===== config.mk =====
export PLATFORM = sky130hd
export DESIGN_NAME = arbiter_n_to_1_rr_request
export DESIGN_NICKNAME = d
export VERILOG_FILES = /design/src/rtl/arbiter_n_to_1_rr_request.sv
export SDC_FILE = /design/constraint.sdc
export NUM_CORES = 1
export LEC_CHECK = 0
export CAP_MARGIN = 10
export CELL_PAD_IN_SITES_DETAIL_PLACEMENT = 0
export CELL_PAD_IN_SITES_GLOBAL_PLACEMENT = 1
export CORE_MARGIN = 4
export CORE_UTILIZATION = 28
export CTS_BUF_LIST = sky130_fd_sc_hd__clkbuf_8
export CTS_CLUSTER_DIAMETER = 120
export DETAILED_ROUTE_END_ITERATION = 12
export PLACE_DENSITY = 0.95
export SYNTH_ARGS = -nofsm -noshare
export SYNTH_HDL_FRONTEND = slang
export SYNTH_SLANG_ARGS = --single-unit

===== constraint.sdc =====
create_clock -name ap_clk -period 5.8 [get_ports ap_clk]
set_input_delay 1.16 -clock ap_clk [delete_from_list [all_inputs] [get_ports ap_clk]]
set_output_delay 1.16 -clock ap_clk [all_outputs]
set_load 0.01 [all_outputs]

===== src/rtl/arbiter_n_to_1_rr_request.sv =====
// Round-robin N-to-1 request arbiter with bounded bursts and a registered output stage.
// A grant holds for up to MAX_BURST accepted beats or until the owner drops its request.
module arbiter_n_to_1_rr_request #(
  parameter int unsigned NUM_MEMORY_REQUESTOR = 4,
  parameter int unsigned DATA_WIDTH           = 64,
  parameter int unsigned MAX_BURST            = 4
) (
  input  logic                                       ap_clk,
  input  logic                                       areset,
  input  logic [NUM_MEMORY_REQUESTOR-1:0]            req_valid,
  input  logic [NUM_MEMORY_REQUESTOR*DATA_WIDTH-1:0] req_payload,
  output logic [NUM_MEMORY_REQUESTOR-1:0]            req_ready,
  output logic                                       out_valid,
  output logic [DATA_WIDTH-1:0]                      out_payload,
  output logic [NUM_MEMORY_REQUESTOR-1:0]            out_grant_id,
  input  logic                                       out_ready,
  output logic                                       busy
);

  localparam int unsigned N     = NUM_MEMORY_REQUESTOR;
  localparam int unsigned IDX_W = $clog2(N);
  localparam logic [7:0]  LAST_BEAT = 8'(MAX_BURST - 1);

  typedef enum logic {IDLE = 1'b0, GRANT = 1'b1} state_e;

  state_e                  state_q, state_d;
  logic [IDX_W-1:0]        rr_ptr_q, rr_ptr_d;
  logic [N-1:0]            grant_q, grant_d;
  logic [7:0]              beat_cnt_q, beat_cnt_d;
  logic                    out_valid_q, out_valid_d;
  logic [DATA_WIDTH-1:0]   out_payload_q, out_payload_d;
  logic [N-1:0]            out_grant_id_q, out_grant_id_d;

  logic                    out_free;
  logic                    accept;
  logic                    owner_valid;
  logic [IDX_W-1:0]        g_idx;
  logic [IDX_W-1:0]        next_ptr;
  logic                    pick_found;
  logic [IDX_W-1:0]        pick_idx;

  assign out_free    = !out_valid_q || out_ready;
  assign req_ready   = (state_q == GRANT && out_free) ? grant_q : '0;
  assign accept      = |(req_valid & req_ready);
  assign owner_valid = |(req_valid & grant_q);
  assign next_ptr    = (g_idx == IDX_W'(N - 1)) ? '0 : g_idx + IDX_W'(1);

  assign out_valid    = out_valid_q;
  assign out_payload  = out_payload_q;
  assign out_grant_id = out_grant_id_q;
  assign busy         = (state_q == GRANT) || out_valid_q;

  // Index of the current one-hot grant.
  always_comb begin
    g_idx = '0;
    for (int unsigned k = 0; k < N; k++) begin
      if (grant_q[k]) g_idx = IDX_W'(k);
    end
  end

  // First valid requester at or above rr_ptr, wrapping at N.
  always_comb begin
    int unsigned cand;
    cand       = 0;
    pick_found = 1'b0;
    pick_idx   = '0;
    for (int unsigned k = 0; k < N; k++) begin
      cand = 32'(rr_ptr_q) + k;
      if (cand >= N) cand = cand - N;
      if (!pick_found && req_valid[IDX_W'(cand)]) begin
        pick_found = 1'b1;
        pick_idx   = IDX_W'(cand);
      end
    end
  end

  always_comb begin
    state_d        = state_q;
    rr_ptr_d       = rr_ptr_q;
    grant_d        = grant_q;
    beat_cnt_d     = beat_cnt_q;
    out_valid_d    = out_valid_q;
    out_payload_d  = out_payload_q;
    out_grant_id_d = out_grant_id_q;

    if (accept) begin
      out_valid_d    = 1'b1;
      out_payload_d  = req_payload[32'(g_idx) * DATA_WIDTH +: DATA_WIDTH];
      out_grant_id_d = grant_q;
    end else if (out_ready) begin
      out_valid_d = 1'b0;
    end

    if (state_q == IDLE) begin
      if (pick_found) begin
        state_d    = GRANT;
        grant_d    = N'(1) << pick_idx;
        beat_cnt_d = '0;
      end
    end else begin
      // Release on owner drop or on the last beat of the burst; a stall holds everything.
      if (!owner_valid || (accept && beat_cnt_q == LAST_BEAT)) begin
        state_d  = IDLE;
        rr_ptr_d = next_ptr;
        grant_d  = '0;
      end
      if (accept) beat_cnt_d = beat_cnt_q + 8'd1;
    end
  end

  always_ff @(posedge ap_clk or posedge areset) begin
    if (areset) begin
      state_q        <= IDLE;
      rr_ptr_q       <= '0;
      grant_q        <= '0;
      beat_cnt_q     <= '0;
      out_valid_q    <= 1'b0;
      out_payload_q  <= '0;
      out_grant_id_q <= '0;
    end else begin
      state_q        <= state_d;
      rr_ptr_q       <= rr_ptr_d;
      grant_q        <= grant_d;
      beat_cnt_q     <= beat_cnt_d;
      out_valid_q    <= out_valid_d;
      out_payload_q  <= out_payload_d;
      out_grant_id_q <= out_grant_id_d;
    end
  end

endmodule


# ---- Word-level counts from Yosys, hierarchy flattened
# Cells that the tools add are included.
dict set report totals {
  regBits 84
  word_cells 88
  in_bits 263
  output_inout_bits 74
}
dict set report op_classes {
  muxes 36
  eq_ne 4
  reduce_logical 20
  shift 2
  add_sub_neg 9
  n_lt_le_gt_ge 8
  bitwise_logic 2
}
# cell count
set op_table {}
lappend op_table {{$shiftx 256x9->64} 1}
lappend op_table {{$mux 8} 3}
lappend op_table {{$mux 2} 11}
lappend op_table {{$mux 4} 4}
lappend op_table {{$mux 1} 14}
lappend op_table {{$lt 2x3->1 const B} 4}
lappend op_table {{$ge 3x3->1 const B} 3}
lappend op_table {{$add 8x1->8 const B} 1}
lappend op_table {{$and 4x4->4} 2}
lappend op_table {{$bmux 1 s2} 4}
lappend op_table {{$eq 8x2->1 const B} 1}
lappend op_table {{$reduce_or 4->1} 2}
lappend op_table {{$sub 2x1->2 const B} 4}
lappend op_table {{$add 2x2->3 const B} 2}
lappend op_table {{$reduce_and 2->1} 3}
lappend op_table {{$logic_and 1x1->1} 5}
lappend op_table {{$logic_not 1->1} 5}
lappend op_table {{$ne 2x1->1 const B} 2}
lappend op_table {{$reduce_bool 2->1} 2}
lappend op_table {{$shl 1x2->4 const A} 1}
lappend op_table {{$add 2x1->3 const B} 1}
lappend op_table {{$ge 2x3->1 const B} 1}
lappend op_table {{$logic_or 1x1->1} 3}
lappend op_table {{$add 2x1->2 const B} 1}
lappend op_table {{$eq 2x2->1 const B} 1}

# ---- Logic depth before layout (Yosys ltp)
# Gate-level depths: netlist of the first run.
dict set report logic_depth {
  depth_word 17
  mapped_depth 7
}

# ---- Worst setup path after synthesis of the first run
# No wires, ideal clock.
dict set report synth_timing {
  path_type {input -> output}
  start {input port out_ready}
  end {output port req_ready[0]}
  slack_ns 3.084
  arrival_ns 1.556
  required_time_ns 4.640
  cell_stages 2
  path_buffers 0
  path_cell_list {nand2b_1 and3_1}
}
dict set report synth_between {
  elab_chain_len 3
}
# item line
set synth_rtl {}
lappend synth_rtl {{start: declaration} 16} ;# input logic out_ready,
lappend synth_rtl {{$logic_or 1x1->1} 42} ;# assign out_free = !out_valid_q || out_ready;
lappend synth_rtl {{$logic_and 1x1->1} 43} ;# assign req_ready = (state_q == GRANT && out_free) ? grant_q : '0;
lappend synth_rtl {{$mux 4} 43}
lappend synth_rtl {{end: declaration} 12} ;# output logic [NUM_MEMORY_REQUESTOR-1:0] req_ready,
# No other way between the ends.

# ---- Final worst setup path of the first run
dict set report layout_timing {
  start {input port out_ready}
  end {output port req_ready[1]}
}
# The elaborated chain is that of the path after synthesis.

==> impl_summary.txt, run 1 <==
----------------------------------------------------
[Run status]
  Run status ... finished clean

[STA]
  Tightest Pin Transition ... ~820 ps
  Max frequency ... ~260 MHz
  Tmin final ... 3820 ps
  Final Skew ... between 10 and 15 ps
  Number of failing setup endpoints in the final timing report ... 0
  Final Hold Vio Count ... 0
  Final setup margin ... 1980 ps
  Worst slew margin relative to its limit ... 0.453
  Total negative setup slack ... 0 ps
  Pins Over Slew Limit ... 0
  Setup repair after global routing missed its margin ... false
  Post-route clock period utilization ... 0.659

[Route]
  Per-cell via count in the routed design ... 4.79
  Pre-Repair DR Iteration Count ... 4
  Average wire length per cell after detail routing ... 16.5 um
  Total routed wirelength ... ~19 mm
  Final ANT Viol Nets ... 0
  Via count ... 5523
  Number of design rule violations left after detail routing ... 0
  DRC violation total after the first TritonRoute iteration ... 144

[Place]
  Final Wtd Congestion ... just under 0.9
  Placement Setup Slack ... 2020 ps
  Placement Cell Area ... 8820 um^2
  Count of input and output buffers ... 336
  Detailed placement HPWL ... 14.7 mm

[Floorplanning]
  Standard cell core area ... 18700 um^2
  Die Y ... ~150 um
  Die X ... 146 um
  Count of standard-cell rows ... 50
  Number of top-level pins ... 337
  Initial Util ... 0.284
  Die ar. ... 21300 um^2

[Synth]
  Warning count from the yosys run ... 0
  Yosys top cell by area ... dfrtp_1
  Fraction of post-synthesis cell area in the top cell type by area ... 0.395
  Post-synth cell types ... 35
  Cell count after synthesis ... 610
  Number of synthesized flops with an enable pin ... 0
  Top cells by count, synth ... 130 x mux2i_1, 84 x dfrtp_1, 84 x nand2_1, 69 x a21oi_1, 67 x o21ai_0
  Synth top area cells ... dfrtp_1 40%, mux2i_1 24%, a21oi_1 6.5%
  Seq/Total Area, Yosys ... 0.395
  Post-Syn Nets ... 874
  Seq cells post-synth ... 84
  Predominant post-synthesis flop cell ... dfrtp_1
  Asr flop ratio synth ... 1.00
  Mapped cell area ... 5320 um^2
  Synthesized area per cell ... 8.72 um^2
  Dominant cell by count in the synthesized netlist ... mux2i_1

[Job]
  Max capacitance violation total ... 0

[Critical path]
  Required time at the worst-slack endpoint ... ~4600 ps
  Endpoint type of the worst setup path ... output port
  Arrival time of the worst setup path ... 2660 ps
  Worst reg-to-reg setup slack ... 3380 ps
  Worst setup SP type ... primary input
  Category of the most critical setup path ... primary input to output port
  Max Fanout on Critical Path ... 6

[Clock network]
  Clock Tree Buf Depth ... 2
  TritonCTS clock tree ... done
  Number of buffers inserted for hold repair after clock tree synthesis ... 0
  Number of levels in the clock H-tree ... 3
  Total CTS buffers ... 9
  Cell chosen for the clock root ... clkbuf_8
  Register clock-pin slew on the reported worst setup and hold paths ... 100 ps
  Latest clock arrival within the worst-skew pair ... approximately 370 ps
  Clock Sinks ... 84
  Cells resized by post-CTS repair ... 0
  Setup bufs post-CTS ... 0

[GRT]
  All-Layer GR Usage ... 0.170
  Pin count of the biggest net entering global routing ... about 140
  Initial antenna violation count ... 1
  First-pass GRT wire length ... about 29 mm
  Number of global-route vias before repair ... 5370
  Total congestion overflow ... 0

[Final layout]
  Utilization after layout ... 0.484
  Final cell area excluding filler cells ... 9050 um^2
  Layout area overhead ... 70.0%
  Number of nets in the final layout ... 1177
  Layout cell share with drive strength beyond 1 ... 0.0359

[Worst hold path]
  Type of the most critical hold path ... register to register

[Pwr]
  Highest ir drop seen on vdd ... 0.304 mV
  Power per unit of standard cell area ... 429 nW/um^2
  Leakage power of the design ... 0.00343 uW

----------------------------------------------------
==> layout by cell type, fill, tap and decap left out, types with 3 or more instances in the layout <==
cell type | synthesis | final
nand2_1 | 84 | 84
nand3_1 | 9 | 9
nor3_1 | 5 | 5
o21ai_0 | 67 | 67
dfrtp_4 | 0 | 3
nor2_1 | 66 | 66
buf_4 | 1 | 4
and3_1 | 8 | 8
clkdlybuf4s50_1 | 0 | 336
dfrtp_1 | 84 | 81
a211o_1 | 4 | 4
clkbuf_8 | 0 | 9
a21oi_1 | 69 | 69
inv_1 | 6 | 5
o32ai_1 | 4 | 4
mux2i_1 | 130 | 130
or2_2 | 3 | 3
==> metrics by stage <==
step	power [uW]	instances	hold WS, ps
after floorplan	2470	610	475
after global placement	3400	1136	461
after detailed placement	3450	1136	472
after CTS	3950	1152	503
after global routing	4200	1153	536
final	3890	1153	502
==> worst paths after layout <==
path	startpoint	end	cells past startpoint
hold reg to reg	out_grant_id[0]	out_grant_id[0]	2
max in group asynchronous	areset	grant_q[3]	3
min in group asynchronous	areset	out_payload[16]	2
setup reg to reg	grant_q[3]	beat_cnt_q[7]	5
setup / recovery	out_ready	req_ready[1]	4
hold / removal	out_grant_id[0]	out_grant_id[0]	2
==> kinds of logic (layout without fill, tap and decap cells) <==
family / count (synthesis) / in the layout / share of synthesized area
AOI/OAI and AO/OA: 153 / 153 / 0.159
xor gates and xnor gates: 1 / 1 / 0.00165
adders and majority gates: 1 / 1 / 0.00235
buffers and inverters: 55 / 363 / 0.0473
DFF: 84 / 84 / 0.395
muxes: 131 / 131 / 0.247
other: 0 / 1 / 0
and+or+nand+nor: 185 / 185 / 0.147
==> registers in the layout, summed over array words and instances, names as in the netlist <==
signal and flops:
beat_cnt_q 8, grant_q 4, out_grant_id 4, out_payload 64
out_valid 1, rr_ptr_q 2, state_q 1
==> routing by layer <==
| layer | vias up | part of all wire | GRT usage |
|---|---|---|---|
| met4 | 0 | 0.012 | 0.0408 |
| met2 | 210 | 0.49 | 0.290 |
| met5 | - | 0 | 0 |
| met3 | 16 | 0.079 | 0.0579 |
| li1 | 2742 | - | - |
| met1 | 2555 | 0.42 | 0.207 |
==> power by group <==
part           leakage, uW  internal, uW  switching, uW
registers         0.000965           861            318
clock network     0.000110           246            235
logic              0.00235          1180           1050
total              0.00343          2280           1600
==> critical path, stage by stage <==
cell	delay [ps]
clkdlybuf4s50_1	480
nand2b_1	270
and3_1	210
clkdlybuf4s50_1	540
==> final cells by class <==
class                   instances  area, um^2
clock inverters                 7        98.8
clock buffers                   9         124
fillers                      1849        9660
multi-input cells             471        2980
inverters                       6        23.8
diodes                          1        2.50
well taps                     234         293
flip-flops and latches         84        2110
repair buffers                341        3410
Note: power is estimated with default switching activity, not from simulation.
==> run 2, diff against run 1 <==
- CORE_UTILIZATION: 28 -> 26
- PLACE_DENSITY: 0.95 -> 0.93
- clock period: 5.8 -> 3.6 ns (I/O delays scaled with it)
==> run 2 against run 1 <==
Clock skew rose by 0.61 ps. Worst setup slack worse by 1300 ps. Sequential power grew 47%. Sequential share of layout area is 0.21 points lower. Cell area rose by 0.91%. Global-route usage down 1.9 points. Die area up 7.3%. Hold slack got worse by 3.0 ps. Routed wire length decreased by 1.8%. Non-clock buffer count increased by 4. First-iteration DRC count fell by 2.8%. Largest cell class unchanged.
==> impl_summary.txt, run 2 (synthesis gave the netlist of run 1 again) <==
----------------------------------------------------
[Critical path]
  Max Fanout on Critical Path ... 6 (unchanged)
  Required time at the worst-slack endpoint ... 2880 ps (-1760 ps)
  Arrival time of the worst setup path ... 2170 ps (-490 ps)
  Category of the most critical setup path ... primary input to output port
  Worst setup SP type ... primary input
  Endpoint type of the worst setup path ... output port

[Floorplanning]
  Initial Util ... 0.264 (-0.0206)
  Die ar. ... 22800 um^2 (+7.3%)
  Die Y ... 151 um (+3.6%)
  Standard cell core area ... 20200 um^2 (+7.8%)
  Die X ... 151 um (+3.6%)
  Count of standard-cell rows ... 52 (+4.0%)
  Number of top-level pins ... 337 (unchanged)

[Job]
  Max capacitance violation total ... 0 (unchanged)

[Clock network]
  Number of buffers inserted for hold repair after clock tree synthesis ... 0 (unchanged)
  Cells resized by post-CTS repair ... 0 (unchanged)
  Total CTS buffers ... 9 (unchanged)
  Cell chosen for the clock root ... clkbuf_8
  Number of levels in the clock H-tree ... 3 (unchanged)
  Clock Tree Buf Depth ... 2 (unchanged)
  Register clock-pin slew on the reported worst setup and hold paths ... 90 ps (about the same)
  Clock Sinks ... 84 (unchanged)
  TritonCTS clock tree ... done
  Setup bufs post-CTS ... 0 (unchanged)
  Latest clock arrival within the worst-skew pair ... 370 ps (about the same)

[Route]
  Per-cell via count in the routed design ... 4.60 (-4.0%)
  Average wire length per cell after detail routing ... 15.6 um (-5.1%)
  Final ANT Viol Nets ... 0 (unchanged)
  Via count ... 5484 (-0.71%)
  DRC violation total after the first TritonRoute iteration ... 140 (-2.8%)
  Total routed wirelength ... 18.7 mm (-1.8%)
  Pre-Repair DR Iteration Count ... 4 (unchanged)
  Number of design rule violations left after detail routing ... 0 (unchanged)

[Final layout]
  Final cell area excluding filler cells ... 9130 um^2 (+0.91%)
  Layout cell share with drive strength beyond 1 ... 0.0401 (+0.00418)
  Utilization after layout ... 0.453 (-0.0310)
  Leading cell type in the layout, fill and taps excluded ... clkdlybuf4s50_1
  Largest register FFs ... 64 (unchanged)
  Number of nets in the final layout ... 1181 (+0.34%)
  Layout area overhead ... 71.6%
  Most used cells in the layout excluding fill and tap cells ... 336 x clkdlybuf4s50_1, 130 x mux2i_1, 84 x nand2_1

[STA]
  Worst slew margin relative to its limit ... 0.529 (+0.0764)
  Setup repair after global routing missed its margin ... false
  Tightest Pin Transition ... 707 ps (-115 ps)
  Final setup margin ... 711 ps (-1270 ps)
  Final Hold Vio Count ... 0 (unchanged)
  Max frequency ... 346 MHz
  Worst hold slack ... 499 ps (-3.01 ps)
  Final Skew ... 15.6 ps (+0.611 ps)
  Post-route clock period utilization ... 0.803
  Pins Over Slew Limit ... 0 (unchanged)
  Number of failing setup endpoints in the final timing report ... 0 (unchanged)
  Tmin final ... 2890 ps
  Total negative setup slack ... 0 ps (unchanged)

[Pwr]
  Fraction of power consumed by the clock network ... 0.115 (-0.009)
  Part of the power in combinational logic ... 0.607 (+0.034)
  Internal portion of total power ... 3650 uW (+60%)
  Leakage power of the design ... 0.00344 uW (+0.55%)
  Net Switching ... 2570 uW (+61%)
  Switching Fraction ... 0.413 (+0.00109)
  Highest ir drop seen on vdd ... 0.452 mV (+49%)
  Power per unit of standard cell area ... 682 nW/um^2 (+59%)
  Sequential power share ... 0.278 (-0.025)

[GRT]
  First-pass GRT wire length ... 27.1 mm (-7.0%)
  Total congestion overflow ... 0 (unchanged)
  Number of global-route vias before repair ... 5309 (-1.1%)
  Pin count of the biggest net entering global routing ... 70 (-49%)
  Initial antenna violation count ... 1 (unchanged)
  All-Layer GR Usage ... 0.151 (-0.0187)

[Worst hold path]
  Type of the most critical hold path ... register to register

[Place]
  Placement Cell Area ... 8920 um^2 (+1.1%)
  Placement Setup Slack ... 719 ps (-1300 ps)
  Count of input and output buffers ... 336 (unchanged)
  Final Wtd Congestion ... 0.792 (-9.1%)
  Detailed placement HPWL ... 14.7 mm (-0.50%)

[Run status]
  Run status ... finished clean

----------------------------------------------------
[run 2: cell count changes in the layout (fill, tap and decap cells not counted)]
cell / delta
buf_12: +2
buf_4: +2
bufinv_16: -1
clkinv_2: -1
clkinv_4: +1
inv_6: +1
[run 2: final cells by class]
type / count / area [um^2]
clock buffers: 9 / 124
diodes: 1 / 2.50
flip-flops and latches: 84 / 2110
repair buffers: 345 / 3470
well taps: 270 / 338
multi-input cells: 471 / 2980
clock inverters: 7 / 81.3
inverters: 6 / 23.8
fillers: 2011 / 11000
[run 2: path summary, 6_finish.rpt]
check | start | end | slack [ps] | cells after the start
max in group asynchronous | areset | out_payload[44] | 2240 | 3
setup / recovery | out_ready | req_ready[3] | 710 | 4
setup reg to reg | grant_q[2] | out_payload[55] | 1110 | 5
hold / removal | out_grant_id[2] | out_grant_id[2] | 500 | 2
min in group asynchronous | areset | out_payload[11] | 720 | 2
hold reg to reg | out_grant_id[2] | out_grant_id[2] | 500 | 2
[run 2: through the flow]
stage / total power (uW) / cells
2_1_floorplan: 3980 / 610
3_3_place_gp: 5510 / 1176
3_5_place_dp: 5590 / 1176
4_1_cts: 6340 / 1192
5_1_grt: 6740 / 1193
6_report: 6230 / 1193
[run 2: per-layer routing]
metal,routed length (um),global-route usage,share of wire
met5,0,0,0
met4,341,0.0521,0.018
met3,1880,0.0464,0.10
met1,7280,0.170,0.39
met2,9160,0.271,0.49
[run 2: power by group through the flow]
stage / Sequential (uW) / Clock [uW] / Combinational [uW]
after global routing: 1800 / 787 / 4160
after global placement: 1730 / 0 / 3770
after CTS: 1740 / 761 / 3840
final: 1730 / 717 / 3780
after floorplan: 1790 / 0 / 2180
after detailed placement: 1750 / 0 / 3840
[run 2: worst max-delay path: stages]
cell	delay, ps
clkdlybuf4s50_1	470
nand2b_1	240
and3_1	190
clkdlybuf4s50_1	540
==> run 3, diff against run 2 <==
- clock period: 3.6 -> 2.99 ns (I/O delays scaled with it)
==> run 3 against run 2 <==
Routed wire length decreased by 0.49%. Sequential power increased by 16%. Worst setup slack got worse by 360 ps. Largest power group unchanged.
==> impl_summary.txt, run 3 (synthesis gave the netlist of run 1 again) <==
----------------------------------------------------
[Pwr]
  Fraction of power consumed by the clock network ... 0.108 (-0.007)
  Leakage power of the design ... 0.00346 uW (+0.36%)
  Internal portion of total power ... 4390 uW (+20%)
  Net Switching ... 3050 uW (+19%)
  Highest ir drop seen on vdd ... 0.545 mV (+20%)
  Switching Fraction ... 0.410 (-0.00291)
  Part of the power in combinational logic ... 0.623 (+0.016)
  Sequential power share ... 0.270 (-0.008)
  Power per unit of standard cell area ... 816 nW/um^2 (+20%)

[Clock network]
  Number of levels in the clock H-tree ... 3 (unchanged)
  Cells resized by post-CTS repair ... 0 (unchanged)
  Register clock-pin slew on the reported worst setup and hold paths ... 90 ps (about the same)
  Setup bufs post-CTS ... 0 (unchanged)
  Cell chosen for the clock root ... clkbuf_8
  Total CTS buffers ... 9 (unchanged)
  Clock Sinks ... 84 (unchanged)
  Number of buffers inserted for hold repair after clock tree synthesis ... 0 (unchanged)
  Clock Tree Buf Depth ... 2 (unchanged)
  Latest clock arrival within the worst-skew pair ... 360 ps (about the same)
  TritonCTS clock tree ... done

[Critical path]
  Buffering stage count on the worst path with inverters included ... 2 (unchanged)
  Arrival time of the worst setup path ... 2040 ps (-130 ps)
  Cell class contributing the biggest share of worst-path delay ... buffers and inverters
  Worst path slowest cell ... clkdlybuf4s50_1
  Crit-path most repeated cell ... clkdlybuf4s50_1
  Category of the most critical setup path ... primary input to output port
  Series of cell instances along the critical path ... clkdlybuf4s50_1, nand2b_1, and3_1, clkdlybuf4s50_1
  Worst setup SP type ... primary input
  Endpoint type of the worst setup path ... output port
  Required time at the worst-slack endpoint ... 2390 ps (-490 ps)
  Biggest cell delay along the critical path ... 530 ps (about the same)
  Max Fanout on Critical Path ... 6 (unchanged)

[Final layout]
  Most used cells in the layout excluding fill and tap cells ... 336 x clkdlybuf4s50_1, 130 x mux2i_1, 84 x nand2_1
  Non-filler instance count after layout ... 1194 (+0.084%)
  Number of nets in the final layout ... 1183 (+0.17%)
  Layout area overhead ... 71.5% (about the same)
  Count of antenna diodes in the layout ... 0 (-1)
  Largest register FFs ... 64 (unchanged)
  Layout cell share with drive strength beyond 1 ... 0.0390 (-0.00117)
  Leading cell type in the layout, fill and taps excluded ... clkdlybuf4s50_1

[GRT]
  Total congestion overflow ... 0 (unchanged)
  Initial antenna violation count ... 0 (-1)
  First-pass GRT wire length ... 27.7 mm (+2.0%)
  All-Layer GR Usage ... 0.155 (+0.00352)
  Number of global-route vias before repair ... 5502 (+3.6%)
  Pin count of the biggest net entering global routing ... 72 (+2.9%)

[Floorplanning]
  Standard cell core area ... 20200 um^2 (unchanged)
  Die X ... 151 um (unchanged)
  Number of top-level pins ... 337 (unchanged)
  Count of standard-cell rows ... 52 (unchanged)
  Initial Util ... 0.264 (unchanged)
  Die ar. ... 22800 um^2 (unchanged)
  Die Y ... 151 um (unchanged)

[STA]
  Tightest Pin Transition ... 667 ps (-39.8 ps)
  Final Hold Vio Count ... 0 (unchanged)
  Tmin final ... 2640 ps
  Total negative setup slack ... 0 ps (unchanged)
  Setup repair after global routing missed its margin ... false
  Post-route clock period utilization ... 0.882
  Pins Over Slew Limit ... 0 (unchanged)
  Worst slew margin relative to its limit ... 0.556 (+0.0265)
  Worst hold slack ... 456 ps (-42.7 ps)
  Max frequency ... between 300 and 400 MHz
  Number of failing setup endpoints in the final timing report ... 0 (unchanged)
  Final Skew ... 12.5 ps (-3.11 ps)

[Place]
  Placed cell count ... 1178 (+0.17%)
  Count of input and output buffers ... 336 (unchanged)
  Final Wtd Congestion ... 0.872 (+10%)
  Detailed placement HPWL ... 15.0 mm (+2.3%)

[Route]
  Total routed wirelength ... 18.6 mm (-0.49%)
  DRC violation total after the first TritonRoute iteration ... 148 (+5.7%)
  Number of design rule violations left after detail routing ... 0 (unchanged)
  Average wire length per cell after detail routing ... 15.6 um (-0.57%)
  Via count ... 5498 (+0.26%)
  Per-cell via count in the routed design ... 4.60 (+0.17%)
  Final ANT Viol Nets ... 0 (unchanged)
  Pre-Repair DR Iteration Count ... 4 (unchanged)

[Worst hold path]
  Type of the most critical hold path ... primary input to asynchronous set/reset pin

[Job]
  Max capacitance violation total ... 0 (unchanged)

[Run status]
  Run status ... finished clean

----------------------------------------------------
[run 3: cell types whose count changed in the layout (fill, tap and decap cells not counted), sizes merged]
cell	change
buf	+2
diode	-1
[run 3: power groups by stage]
stage	Clock, uW	Combinational (uW)	Sequential (uW)
6_report	803	4630	2010
5_1_grt	906	5120	2090
4_1_cts	856	4720	2010
3_5_place_dp	0	4720	2030
3_3_place_gp	0	4620	2020
2_1_floorplan	0	2630	2160
[run 3: final timing paths]
path | startpoint | endpoint | slack (ps) | depth (start not counted)
worst max-delay path | out_ready | req_ready[3] | 350 | 4
worst min-delay path | areset | out_payload[24] | 460 | 2
worst max register to register | beat_cnt_q[0] | rr_ptr_q[0] | 1000 | 5
worst min register to register | out_grant_id[2] | out_grant_id[2] | 490 | 2
max in group asynchronous | areset | grant_q[2] | 1940 | 3
min in group ap_clk | out_grant_id[2] | out_grant_id[2] | 490 | 2
[run 3: metrics by stage]
step	total power [uW]	util	setup slack [ps]	instance area, um^2
CTS	7590	0.452	347	9120
global placement	6640	0.443	368	8940
global route	8110	0.452	260	9120
floorplan	4790	-	227	5320
detailed placement	6740	0.443	297	8940
finish	7440	0.452	352	9120
[run 3: layer usage]
layer,global-route usage,up-vias,share of wire
met5,0,-,0
met2,0.273,232,0.48
met4,0.0512,0,0.017
met1,0.178,2483,0.40
met3,0.0470,19,0.10
li1,-,2764,-
[run 3: layout make-up]
| type | instances | area (um^2) |
|---|---|---|
| Tap cell | 270 | 338 |
| Sequential cell | 84 | 2110 |
| Clock buffer | 9 | 124 |
| Timing Repair Buffer | 347 | 3480 |
| Multi-Input combinational cell | 471 | 2980 |
| Inverter | 6 | 23.8 |
| Clock inverter | 7 | 62.6 |
| Fill cell | 1944 | 11000 |
